File: config.mk
export PLATFORM = sky130hd
export DESIGN_NAME = uart_loader
export DESIGN_NICKNAME = d
export VERILOG_FILES = /design/src/rtl/uart_loader.sv
export SDC_FILE = /design/constraint.sdc
export NUM_CORES = 1
export LEC_CHECK = 0
export BUFFER_PORTS_ARGS = -buffer_cell sky130_fd_sc_hd__buf_2
export CAP_MARGIN = 20
export CORE_UTILIZATION = 52
export DETAILED_ROUTE_END_ITERATION = 12
export GPL_TIMING_DRIVEN = 0
export PLACE_DENSITY_LB_ADDON = 0.08
export SLEW_MARGIN = 5
export SYNTH_ARGS = -nofsm -noshare
export SYNTH_HDL_FRONTEND = slang
export SYNTH_SLANG_ARGS = --single-unit
File: constraint.sdc
create_clock -name i_clk -period 2.86 [get_ports i_clk]
set_clock_uncertainty 0.15 [all_clocks]
set_input_delay 0.429 -clock i_clk [delete_from_list [all_inputs] [get_ports i_clk]]
set_output_delay 0.429 -clock i_clk [all_outputs]
set_load 0.05 [all_outputs]
File: src/rtl/uart_loader.sv
// Boot loader behind the uart_rx FIFO: parses A5-framed WRITE/JUMP packets into memory writes and jumps.
// Define UART_LOADER_CKSUM_EN to enforce the trailing checksum byte.
module uart_loader #(
  parameter int unsigned ADDR_W         = 32,
  parameter int unsigned TIMEOUT_CYCLES = 2_500_000
) (
  input  logic              i_clk,
  input  logic              i_rst,
  input  logic              i_rx_rdy,
  input  logic [7:0]        i_rx_data,
  output logic              o_rx_done,
  output logic [ADDR_W-1:0] o_mem_addr,
  output logic [31:0]       o_mem_wdata,
  output logic              o_mem_we,
  input  logic              i_mem_ack,
  output logic              o_busy,
  output logic              o_done,
  output logic              o_err,
  output logic              o_jump,
  output logic [ADDR_W-1:0] o_jump_addr
);

  typedef enum logic [2:0] {IDLE, CMD, ADDR, LEN, DATA, WRITE, CKSUM} state_t;

  state_t            state_q;
  logic [7:0]        byte_q;
  logic [23:0]       shift_q;
  logic [1:0]        idx_q;
  logic              isJump_q;
  logic [ADDR_W-1:0] addr_q;
  logic [15:0]       count_q;
  logic [31:0]       idle_q;
  logic              rxDone_q, memWe_q, done_q, err_q, jump_q;
  logic [31:0]       wdata_q;
  logic [ADDR_W-1:0] jumpAddr_q;

  logic [31:0] word_d;
  logic [15:0] len_d;
  logic        timeoutHit, consume, cksumOk;

  // A byte is latched on the consume edge and acted on one cycle later, which also spaces the done pulses.
  assign word_d     = {byte_q, shift_q};
  assign len_d      = {byte_q, shift_q[23:16]};
  assign timeoutHit = (TIMEOUT_CYCLES != 0) && (state_q != IDLE) && (state_q != WRITE) &&
                      !rxDone_q && (idle_q >= 32'(TIMEOUT_CYCLES - 1));
  assign consume    = (state_q != WRITE) && !rxDone_q && i_rx_rdy && !timeoutHit;

`ifdef UART_LOADER_CKSUM_EN
  logic [7:0] sum_q;

  always_ff @(posedge i_clk) begin
    if (i_rst) begin
      sum_q <= 8'h00;
    end else if (rxDone_q) begin
      if (state_q == IDLE) sum_q <= 8'h00;
      else if (state_q != CKSUM) sum_q <= sum_q + byte_q;
    end
  end

  assign cksumOk = (byte_q == sum_q);
`else
  assign cksumOk = 1'b1;
`endif

  always_ff @(posedge i_clk) begin
    if (i_rst) begin
      state_q    <= IDLE;
      byte_q     <= 8'h00;
      shift_q    <= 24'h0;
      idx_q      <= 2'd0;
      isJump_q   <= 1'b0;
      addr_q     <= '0;
      count_q    <= 16'h0;
      idle_q     <= 32'h0;
      rxDone_q   <= 1'b0;
      memWe_q    <= 1'b0;
      done_q     <= 1'b0;
      err_q      <= 1'b0;
      jump_q     <= 1'b0;
      wdata_q    <= 32'h0;
      jumpAddr_q <= '0;
    end else begin
      rxDone_q <= 1'b0;
      done_q   <= 1'b0;
      jump_q   <= 1'b0;

      if (consume || (memWe_q && i_mem_ack) || state_q == IDLE || state_q == WRITE) idle_q <= 32'h0;
      else idle_q <= idle_q + 32'h1;

      if (consume) begin
        rxDone_q <= 1'b1;
        byte_q   <= i_rx_data;
      end

      if (timeoutHit) begin
        err_q   <= 1'b1;
        state_q <= IDLE;
      end else begin
        case (state_q)
          IDLE: if (rxDone_q && byte_q == 8'hA5) begin
            err_q   <= 1'b0;
            state_q <= CMD;
          end
          CMD: if (rxDone_q) begin
            if (byte_q == 8'h01 || byte_q == 8'h02) begin
              isJump_q <= (byte_q == 8'h02);
              idx_q    <= 2'd0;
              state_q  <= ADDR;
            end else begin
              err_q   <= 1'b1;
              state_q <= IDLE;
            end
          end
          ADDR: if (rxDone_q) begin
            shift_q <= word_d[31:8];
            idx_q   <= idx_q + 2'd1;
            if (idx_q == 2'd3) begin
              if (word_d[1:0] != 2'b00) begin
                err_q   <= 1'b1;
                state_q <= IDLE;
              end else begin
                addr_q  <= word_d[ADDR_W-1:0];
                idx_q   <= 2'd0;
                state_q <= LEN;
              end
            end
          end
          LEN: if (rxDone_q) begin
            shift_q <= word_d[31:8];
            idx_q   <= idx_q + 2'd1;
            if (idx_q == 2'd1) begin
              idx_q <= 2'd0;
              if (isJump_q || len_d == 16'h0) begin
                count_q <= 16'h0;
                state_q <= CKSUM;
              end else begin
                count_q <= len_d;
                state_q <= DATA;
              end
            end
          end
          DATA: if (rxDone_q) begin
            shift_q <= word_d[31:8];
            idx_q   <= idx_q + 2'd1;
            if (idx_q == 2'd3) begin
              wdata_q <= word_d;
              memWe_q <= 1'b1;
              state_q <= WRITE;
            end
          end
          WRITE: if (memWe_q && i_mem_ack) begin
            memWe_q <= 1'b0;
            addr_q  <= addr_q + ADDR_W'(4);
            count_q <= count_q - 16'h1;
            state_q <= (count_q == 16'h1) ? CKSUM : DATA;
          end
          CKSUM: if (rxDone_q) begin
            if (cksumOk) begin
              done_q <= 1'b1;
              if (isJump_q) begin
                jump_q     <= 1'b1;
                jumpAddr_q <= addr_q;
              end
            end else begin
              err_q <= 1'b1;
            end
            state_q <= IDLE;
          end
          default: state_q <= IDLE;
        endcase
      end
    end
  end

  assign o_rx_done   = rxDone_q;
  assign o_mem_addr  = addr_q;
  assign o_mem_wdata = wdata_q;
  assign o_mem_we    = memWe_q;
  assign o_busy      = (state_q != IDLE);
  assign o_done      = done_q;
  assign o_err       = err_q;
  assign o_jump      = jump_q;
  assign o_jump_addr = jumpAddr_q;

endmodule

* Word-level counts from Yosys, hierarchy flattened
Cells that the tools add are included.
Operators by class: order comparisons 1, mux-type cells 49, bitwise logic cells 3, reductions and logical operators 39, $add $sub $neg 4, equality and inequality tests 31
Operators by type and width (number):
- $mux W32 | 4
- $mux W16 | 4
- $pmux W32 S2 | 1
- $add A32 B1 Y32 const B | 1
- $add A32 B3 Y32 const B | 1
- $ge A32 B22 Y1 const B | 1
- $pmux W16 S2 | 1
- $mux W3 | 10
- $mux W2 | 12
- $ne A2 B2 Y1 const B | 11
- $pmux W3 S7 | 1
- $ne A3 B3 Y1 const B | 6
- $eq A16 B1 Y1 const B | 1
- $logic_not A16 Y1 | 1
- $sub A16 B1 Y16 const B | 1
- $reduce_and A7 Y1 | 2
- $mux W1 | 13
- $reduce_and A4 Y1 | 3
- $reduce_and A10 Y1 | 1
- $reduce_and A5 Y1 | 2
- $eq A3 B3 Y1 const B | 3
- $eq A8 B1 Y1 const B | 1
- $eq A8 B2 Y1 const B | 1
- $eq A8 B8 Y1 const B | 1
- 23 further kinds | 44
Word-level totals: output and inout port bits 102, word-level logic and storage cells 142, bits of input ports 12, register bits after elaboration 187

* Logic depth before layout (Yosys ltp)
Gate-level depths: netlist (run 1).
depth in word-level cells 10, gate-level depth with buffers 9, depth with buffers taken out 8

* Least setup slack after synthesis (run 1)
OpenSTA, ideal clock, no wires.
kind register -> register, start point reg idle_q[20], end point reg idle_q[10], data required time 2646 ps, stages on the path, launching flop included 9, path slack 184 ps, period minus slack after synthesis 2676 ps, setup time 64 ps, buffers on the path 2, data arrival time 2462 ps, path through dfxtp_1 or4b_1 or4_1 or4b_4 o211ai_2 buf_6 nand3_4 buf_6 nor2_1
Between the ends: longest elaborated chain between the ends 8
RTL lines:
- start: declaration | line 32 | logic [31:0] idle_q;
- start signal: assignment | line 88 | else idle_q <= idle_q + 32'h1;
- $ge A32 B22 Y1 | line 45 | !rxDone_q && (idle_q >= 32'(TIMEOUT_CYCLES - 1));
- $logic_and A1 B1 Y1 | line 45
- $logic_not A1 Y1 | line 46 | assign consume = (state_q != WRITE) && !rxDone_q && i_rx_rdy && !timeoutHit;
- $logic_and A1 B1 Y1 | line 46
- $logic_or A1 B1 Y1 (3 in a row) | line 87 | if (consume || (memWe_q && i_mem_ack) || state_q == IDLE || state_q == WRITE) idle_q <= 32'h0;
- $reduce_or A2 Y1 (no source line)
No other way between the ends. A chain may end at the register's enable or synchronous reset.

* Worst setup path after layout (run 1)
start point reg idle_q[20], end point reg byte_q[1]
Between the ends: longest elaborated chain between the ends 4
RTL lines:
- $ge A32 B22 Y1 | line 45
- $logic_and A1 B1 Y1 | line 45
- $logic_not A1 Y1 | line 46
- $logic_and A1 B1 Y1 | line 46
- end signal: assignment | line 92 | byte_q <= i_rx_data;
- end: declaration | line 26 | logic [7:0] byte_q;
No other way between the ends.

==> impl_metrics.json, run 1 <==
{
  "status": "finished, violations left",
  "violations": "negative setup slack",
  "gp_congestion": 0.912,
  "total_power_w": 0.00526,
  "internal_power_w": 0.00410,
  "cts_inserted_buffers": 17,
  "ir_drop_mv": 0.433,
  "path_class": "reg2reg",
  "ys_ff_latch": 187,
  "clk_pin_slew_worst_paths_ns": 0.07,
  "vias": 8433,
  "endpoint_kind": "register",
  "min_period_ns": 2.86,
  "cts_buffer_depth": 2,
  "fin_util_pct": 63.4,
  "rr_worst_depth": 8,
  "fp.dieH_um": 130,
  "die_area_um2": 16800,
  "htree_num_levels": 4,
  "worst_slew_pin_slew_ns": 0.774,
  "seq_area_frac_synth_pct": 44.1,
  "syn_nets": 1116,
  "cts_tree": "yes",
  "fillCellCount": 1516,
  "antenna_found_initial": 0,
  "whs_ns": 0.0747,
  "synth_cell_types": 59,
  "relSlewSlack_pct": 48.4,
  "clock_latency_ns": 0.44,
  "placementRows": 46,
  "num-nets-final": 1251,
  "critPathArrivalTime_ns": 3.02,
  "setup_violations": 1,
  "dr.pass1.iters": 5,
  "first_iter_violations": 908,
  "grt_pass1_vias": 7423,
  "worstHoldPathCells": 3,
  "ant_nets": 0,
  "rsz0062_at_grt": "true",
  "combinationalPowerShare_pct": 2.9,
  "crit_required_ns": 3.01,
  "dpl_cell_area_um2": 9320,
  "grt_use_total_pct": 30.3,
  "root_buffer": "clkbuf_16",
  "synth_edf_count": 0,
  "critPathMaxFanout": 6,
  "synthToLayoutAreaGrowth_pct": 19.0,
  "worst_slack_ns": -0.00278,
  "hold_violations": 0,
  "cts_hold_buf": 0,
  "drv_slew": 0,
  "wire_per_inst_um": 17.2,
  "wirelength_mm": 25.2,
  "layout_commonest_cell": "nand2_1",
  "min_period_over_period_pct": 100,
  "synthCells": 1097,
  "syn_area_um2": 8490,
  "fp.dieW_um": 130,
  "remaining_drc_errors": 0,
  "coreArea_um2": 15900,
  "hpwl_mm": 17.7,
  "synthArstFlopShare_pct": 0,
  "yosysWarnings": 0,
  "startpoint_type": "register",
  "grt_max_degree": 17,
  "drv_cap": 0,
  "clkSinkCount": 187,
  "grt_pass1_wl_mm": 39.4,
  "fmax_mhz": 349,
  "swShare_pct": 22.2,
  "switchingPower_w": 0.00117,
  "seq_power_share_pct": 49.9,
  "pin_count": 114,
  "hold_class": "in2reg",
  "layout_common_cells": "nand2_1 (224), dfxtp_1 (184), a21oi_1 (134)",
  "start_util_pct": 53.3,
  "antennaDiodeCount": 0,
  "synthFlopType": "dfxtp_1",
  "power_density_nw_per_um2": 521,
  "final_cell_area_um2": 10100,
  "drive_gt1_share_pct": 14.5,
  "clockPowerShare_pct": 47.2,
  "synth.avg_cell_area_um2": 7.74,
  "grt-ovfl-total": 0,
  "avgViaCountPerCell": 5.78,
  "power.leakage_nw": 3.59,
  "portBuffers": 112
}
==> per-layer routing <==
metal  up-vias  track usage [%]  part of all wire, %
met5         -                0                    0
met4         0             10.3                  1.8
met3        40             5.17                  7.9
met2       361             45.4                   44
met1      3923             43.8                   47
li1       4109                -                    -
==> through the flow <==
stage,setup slack [ns],cells,TNS (ns)
final,-0.00278,1460,-0.00278
after detailed placement,-0.135,1425,-1.05
after global placement,-0.129,1425,-0.444
after floorplan,0.184,1097,0
after global routing,-0.0580,1460,-1.19
after CTS,0.000507,1458,0
==> worst paths after layout <==
check,start,to,slack [ns]
worst max-delay path,idle_q[20]$_SDFF_PP0_,byte_q[1]$_SDFFE_PP0P_,-0.003
worst min-delay path,i_rx_data[5],byte_q[5]$_SDFFE_PP0P_,0.07
worst max register to register,idle_q[20]$_SDFF_PP0_,byte_q[1]$_SDFFE_PP0P_,-0.003
worst min register to register,o_mem_wdata[4]$_SDFFE_PP0P_,o_mem_wdata[4]$_SDFFE_PP0P_,0.30
==> timing repair <==
| item | 4_1_cts | 5_1_grt |
|---|---|---|
| cloned | 0 | 1 |
| setup endpoints to repair | 42 | 73 |
| resized for setup | 5 | 25 |
| buffers inserted | 2 | 2 |
| pin swaps | 0 | 12 |
==> critical path: stages (launching register included) <==
cell and delay (ns):
dfxtp_4 0.36, or4b_4 0.54, or4_4 0.42, or4b_4 0.53
o211ai_2 0.18, buf_6 0.16, buf_12 0.12, mux2i_1 0.19
nor2_1 0.06
==> power groups by stage <==
stage / Combinational (W) / Clock, W / Sequential, W
floorplan: 0.0000863 / 0 / 0.00268
global placement: 0.000140 / 0 / 0.00269
detailed placement: 0.000140 / 0 / 0.00269
CTS: 0.000149 / 0.00249 / 0.00263
global route: 0.000165 / 0.00260 / 0.00263
finish: 0.000155 / 0.00248 / 0.00263
==> kinds of logic after synthesis <==
kind of cell | share of synthesized area (%)
buffers and inverters | 4.60
XOR/XNOR | 3.40
flip-flops | 44.1
AND/OR/NAND/NOR | 27.4
multiplexers | 1.18
adder cells (fa/ha/maj) | 1.03
AO/OA/AOI/OAI | 18.3
==> cell type report <==
cell class | count | area [um^2] | area share [%]
clock inverter | 10 | 141 | 1.40
multi-input combinational | 814 | 4440 | 43.9
clock buffer | 21 | 470 | 4.66
inverter | 17 | 63.8 | 0.632
tap | 216 | 270 | 2.67
timing repair buffer | 117 | 641 | 6.34
sequential | 187 | 3750 | 37.1
buffer | 78 | 330 | 3.27
==> flip-flops by register name, summed over array words and instances, names as in the netlist, 2 cells and up <==
| signal | count |
|---|---|
| byte_q | 8 |
| idx_q | 2 |
| idle_q | 32 |
| o_mem_addr | 32 |
| o_jump_addr | 32 |
| state_q | 3 |
| count_q | 16 |
| o_mem_wdata | 32 |
| shift_q | 24 |
==> cells in the mapped netlist (4+ instances only) <==
| master | n | area, um^2 |
|---|---|---|
| o22ai_1 | 5 | 31.3 |
| dfxtp_1 | 187 | 3740 |
| nand4_1 | 18 | 113 |
| and3_1 | 4 | 25.0 |
| inv_1 | 17 | 63.8 |
| or3_1 | 9 | 56.3 |
| a21oi_1 | 134 | 671 |
| nor3_1 | 26 | 130 |
| xor2_1 | 16 | 140 |
| or2_2 | 4 | 25.0 |
| buf_6 | 4 | 45.0 |
| nor3b_1 | 7 | 52.6 |
| and4_1 | 7 | 61.3 |
| o21ai_0 | 42 | 210 |
| o31ai_1 | 8 | 60.1 |
| a311oi_1 | 4 | 35.0 |
| nand4b_1 | 5 | 43.8 |
| a22o_1 | 4 | 35.0 |
| nor4_1 | 12 | 75.1 |
| nand2b_1 | 4 | 25.0 |
| nor2_1 | 103 | 387 |
| a21o_1 | 4 | 30.0 |
| and3b_1 | 4 | 35.0 |
| nand3_1 | 48 | 240 |
| nand2_1 | 224 | 841 |
| a32o_1 | 4 | 40.0 |
| ha_1 | 7 | 87.6 |
| mux2i_1 | 10 | 100 |
| xnor2_1 | 17 | 149 |
| or4_1 | 8 | 60.1 |
| a31oi_1 | 10 | 62.6 |
| a211oi_1 | 14 | 105 |
| clkbuf_1 | 74 | 278 |
| a22oi_1 | 8 | 60.1 |
(Power assumes the default switching activity.)
==> inputs of run 2 (changes only) <==
CORE_UTILIZATION = 55   (was 52)
CTS_BUF_LIST = sky130_fd_sc_hd__clkbuf_4   (was not set)
clock period = 3.19 ns   (was 2.86 ns; I/O delays follow)
==> run 2 against run 1 <==
Compared with the run above:
- the flow now finishes without violations
- register-to-register slack gained 0.27 ns
- critical path depth shrank 1
- total power shrank 26%
- non-clock buffer count grew 4
- highest routed layer is now met5
==> impl_metrics.json, run 2 (synthesis results as in run 1) <==
{
  "status": "completed",
  "critPathMaxFanout": 8,
  "setup_tns_ns": 0,
  "endpoint_kind": "register",
  "die_area_um2": 15900,
  "rr_startpoint": "o_mem_addr[9]$_SDFFE_PP0P_",
  "synthToLayoutAreaGrowth_pct": 13.9,
  "min_period_ns": 2.92,
  "ant_nets": 0,
  "grt_use_total_pct": 31.0,
  "whs_endpoint": "o_mem_we$_SDFFE_PP0P_",
  "clk_pin_slew_worst_paths_ns": 0.15,
  "pin_count": 114,
  "layout_common_cells": "nand2_1 (224), dfxtp_1 (187), a21oi_1 (134)",
  "clockPowerShare_pct": 35.8,
  "rr_worst_depth": 7,
  "fp.dieW_um": 126,
  "hpwl_mm": 17.4,
  "crit_slowest_cell": "nor3_1",
  "drv_slew": 0,
  "path_class": "reg2reg",
  "power_density_nw_per_um2": 402,
  "wire_per_inst_um": 17.1,
  "root_buffer": "clkbuf_4",
  "grt_pass1_vias": 7425,
  "drv_cap": 0,
  "coreArea_um2": 15100,
  "vias": 8537,
  "internal_power_w": 0.00295,
  "crit_required_ns": 3.58,
  "avgViaCountPerCell": 5.94,
  "crit_path_frequent_cell": "nand4_1",
  "antenna_found_initial": 1,
  "relSlewSlack_pct": 40.6,
  "setup_violations": 0,
  "gp_congestion": 0.935,
  "critPathMaxStageDelay_ns": 0.78,
  "grt_max_degree": 17,
  "ir_drop_mv": 0.243,
  "first_iter_violations": 1115,
  "remaining_drc_errors": 0,
  "seq_power_share_pct": 60.7,
  "cts_buffer_depth": 2,
  "cts_setup_buffers": 0,
  "worstHoldPathCells": 4,
  "htree_num_levels": 4,
  "dpl_cell_area_um2": 9290,
  "num-nets-final": 1255,
  "rsz0062_at_grt": "false",
  "dr.pass1.iters": 6,
  "switchingPower_w": 0.000937,
  "fp.dieH_um": 126,
  "fmax_mhz": 342,
  "drive_gt1_share_pct": 12.5,
  "cts_inserted_buffers": 17,
  "start_util_pct": 56.1,
  "r2r_end": "o_mem_addr[27]$_SDFFE_PP0P_",
  "placementRows": 45,
  "grt-ovfl-total": 0,
  "portBuffers": 112,
  "worst_slew_pin_slew_ns": 0.885,
  "startpoint_type": "register",
  "clkSinkCount": 187,
  "clock_latency_ns": 0.60,
  "cts_tree": "yes",
  "hold_violations": 0,
  "swShare_pct": 24.1,
  "layout_commonest_cell": "nand2_1",
  "min_period_over_period_pct": 91.6,
  "hp-start": "i_mem_ack",
  "combinationalPowerShare_pct": 3.5,
  "final_cell_area_um2": 9670,
  "crit_chain": "clkbuf_1 > and4_1 > nand4_1 > nor3_1 > nand4_1 > or3_1 > a31oi_1",
  "wirelength_mm": 24.5,
  "hold_class": "in2reg",
  "regToRegSetupSlack_ns": 0.27,
  "power.leakage_nw": 3.44,
  "critPathArrivalTime_ns": 3.31,
  "grt_pass1_wl_mm": 39.1
}
==> run 2: final cells by class <==
class	instances	area, um^2
clock buffer	20	150
timing repair buffer	120	641
sequential	187	3740
fill	1408	5470
buffer	79	327
antenna	1	2.50
inverter	17	63.8
multi-input combinational	814	4370
clock inverter	11	145
tap	188	235
==> run 2: worst max-delay path by stage <==
stage                                from                     endpoint  slack [ns]  depth (start not counted)
2_1_floorplan       idle_q[20]$_SDFF_PP0_        idle_q[10]$_SDFF_PP0_        0.51                          8
3_3_place_gp        idx_q[0]$_SDFFE_PP0P_   o_mem_addr[4]$_SDFFE_PP0P_        0.24                          9
3_5_place_dp        idx_q[0]$_SDFFE_PP0P_   o_mem_addr[4]$_SDFFE_PP0P_        0.23                          9
4_1_cts             idx_q[0]$_SDFFE_PP0P_   o_mem_addr[4]$_SDFFE_PP0P_        0.23                          9
5_1_grt           state_q[1]$_SDFFE_PP0P_  o_mem_addr[31]$_SDFFE_PP0P_        0.12                          8
6_report       o_mem_addr[9]$_SDFFE_PP0P_  o_mem_addr[27]$_SDFFE_PP0P_        0.27                          7
==> run 2: layer usage <==
metal	vias to the layer above	track usage [%]	wire [um]
li1	4124	-	-
met1	3957	44.0	11100
met2	406	47.4	10700
met3	48	6.20	2150
met4	2	9.64	518
met5	-	0	18
==> run 2: what timing repair did <==
item	CTS	global route
endpoints found under the setup margin	0	10
endpoints found under the hold margin	8	0
hold buffers	8	0
gates resized for setup	0	1
==> run 2: worst max-delay path: cells and delay by family, from the launching register on <==
| family | cells | cell delay [ns] |
|---|---|---|
| compound gates | 1 | 0.16 |
| buf+inv | 1 | 0.35 |
| flops | 1 | 0.35 |
| simple gates | 5 | 1.85 |
==> run 2: power groups by stage <==
stage / combinational, W / sequential, W / clock [W]
final: 0.000135 / 0.00236 / 0.00139
after global routing: 0.000144 / 0.00236 / 0.00151
after CTS: 0.000132 / 0.00236 / 0.00141
after detailed placement: 0.000125 / 0.00241 / 0
after global placement: 0.000124 / 0.00241 / 0
after floorplan: 0.0000773 / 0.00240 / 0
==> run 2: metrics by stage <==
step / total power, W / hold WS (ns) / cells / setup slack, ns / util (%)
after floorplan: 0.00248 / 0.280 / 1097 / 0.514 / -
after global placement: 0.00253 / 0.288 / 1397 / 0.243 / 61.3
after detailed placement: 0.00253 / 0.294 / 1397 / 0.230 / 61.3
after CTS: 0.00390 / 0.0320 / 1436 / 0.233 / 63.8
after global routing: 0.00402 / 0.0358 / 1437 / 0.120 / 63.9
final: 0.00389 / 0.0690 / 1437 / 0.267 / 63.9
==> inputs of run 3 (changes only) <==
RECOVER_POWER = 25   (was not set)
==> run 3 against run 2 <==
Compared with the run above:
- largest cell class unchanged
- critical path depth up 1
- count of clock-buffer cells in the layout unchanged
- first-iteration DRC count down 13%
- total power about the same
- design area down 0.93%
- sequential power about the same
- via count down 0.25%
- clock power about the same
- final cell count unchanged
- sequential share of layout area up 0.36 points
- combinational power about the same
- worst hold slack worse by 0.0026 ns
==> impl_metrics.json, run 3 (synthesis results as in run 1) <==
{
  "critPathArrivalTime_ns": 3.34,
  "final_cell_area_um2": 9580,
  "hold_class": "in2reg",
  "drive_gt1_share_pct": 6.73,
  "avgViaCountPerCell": 5.93,
  "startpoint_type": "register",
  "cts_buffer_depth": 2,
  "clkSinkCount": 187,
  "final_cell_count_no_fill": 1437,
  "die_area_um2": 15900,
  "power.leakage_nw": 3.12,
  "status": "completed",
  "antenna_found_initial": 1,
  "pin_count": 114,
  "fmax_mhz": 337,
  "drv_cap": 0,
  "grt_use_total_pct": 31.0,
  "clock_latency_ns": 0.60,
  "worst_slew_pin_slew_ns": 0.881,
  "wirelength_mm": 24.5,
  "grt_pass1_wl_mm": 39.1,
  "wire_per_inst_um": 17.1,
  "grt-ovfl-total": 0,
  "cts_setup_buffers": 0,
  "fillCellCount": 1446,
  "hold_violations": 0,
  "setup_violations": 0,
  "htree_num_levels": 4,
  "root_buffer": "clkbuf_4",
  "first_iter_violations": 973,
  "clk_pin_slew_worst_paths_ns": 0.14,
  "layout_common_cells": "nand2_1 (224), dfxtp_1 (187), clkbuf_1 (146)",
  "min_period_over_period_pct": 92.9,
  "grt_max_degree": 17,
  "drv_slew": 0,
  "path_class": "reg2reg",
  "cts_tree": "yes",
  "hpwl_mm": 17.4,
  "dr.pass1.iters": 6,
  "power_density_nw_per_um2": 406,
  "relSlewSlack_pct": 40.8,
  "gp_congestion": 0.935,
  "num-nets-final": 1255,
  "critPathMaxFanout": 10,
  "layout_commonest_cell": "nand2_1",
  "crit_required_ns": 3.56,
  "min_period_ns": 2.96,
  "start_util_pct": 56.1,
  "total_power_w": 0.00389,
  "synthToLayoutAreaGrowth_pct": 12.8,
  "ir_drop_mv": 0.246,
  "endpoint_kind": "register",
  "vias": 8516,
  "cts_inserted_buffers": 17,
  "coreArea_um2": 15100,
  "portBuffers": 112,
  "fp.dieW_um": 126,
  "dpl_cell_area_um2": 9290,
  "remaining_drc_errors": 0,
  "rsz0062_at_grt": "false",
  "grt_pass1_vias": 7425,
  "fp.dieH_um": 126,
  "ant_nets": 0,
  "dp_cells": 1397,
  "placementRows": 45,
  "setup_tns_ns": 0
}
[run 3: changes by cell type in the layout (fill, tap and decap cells not counted)]
cell,change
buf_2,-72
clkbuf_1,+72
[run 3: final timing paths]
path,from,endpoint,slack (ns),depth (start not counted)
worst max-delay path,state_q[1]$_SDFFE_PP0P_,o_mem_addr[26]$_SDFFE_PP0P_,0.23,8
worst max register to register,state_q[1]$_SDFFE_PP0P_,o_mem_addr[26]$_SDFFE_PP0P_,0.23,8
worst min-delay path,i_mem_ack,o_mem_we$_SDFFE_PP0P_,0.07,4
worst min register to register,o_mem_wdata[5]$_SDFFE_PP0P_,o_mem_wdata[5]$_SDFFE_PP0P_,0.31,2
[run 3: routing by layer]
layer  up-vias  share of wire, %  track usage [%]
met1      3926                46             44.0
li1       4122                 -                -
met2       414                43             47.4
met3        52               8.1             6.20
met4         2               2.2             9.64
met5         -             0.073                0
[run 3: area by class of cell]
| class | instances | area (um^2) | share of cell area, % |
|---|---|---|---|
| Multi-Input combinational cell | 814 | 4370 | 45.6 |
| Inverter | 17 | 63.8 | 0.666 |
| Sequential cell | 187 | 3740 | 39.1 |
| Clock buffer | 20 | 150 | 1.57 |
| Buffer | 79 | 327 | 3.41 |
| Timing Repair Buffer | 120 | 551 | 5.74 |
| Antenna cell | 1 | 2.50 | 0.0261 |
| Tap cell | 188 | 235 | 2.45 |
| Clock inverter | 11 | 145 | 1.51 |
[run 3: where the power goes]
group          internal, W  switching (W)  total [W]
logic            0.0000401      0.0000944   0.000135
registers          0.00234      0.0000162    0.00236
clock network     0.000566       0.000826    0.00139
total              0.00295       0.000937    0.00389
[run 3: critical path, cell delays in order, from the launching register on]
cell and delay (ns):
dfxtp_1 0.47, and3b_1 0.20, clkbuf_1 0.24, and2_0 0.20
clkbuf_1 0.17, nor2_1 0.57, clkbuf_1 0.52, o21ai_0 0.19
a21oi_1 0.18
[run 3: timing repair]
action                                  4_1_cts  5_1_grt
endpoints found under the setup margin        0       10
hold endpoints to repair                      8        0
gates resized for setup                       0        1
hold buffers                                  8        0
[run 3: stage by stage]
stage	utilization, %	worst slack (ns)	hold WS [ns]
final	63.3	0.225	0.0664
after CTS	63.8	0.233	0.0320
after detailed placement	61.3	0.230	0.294
after floorplan	-	0.514	0.280
after global placement	61.3	0.243	0.288
after global routing	63.3	0.116	0.0358
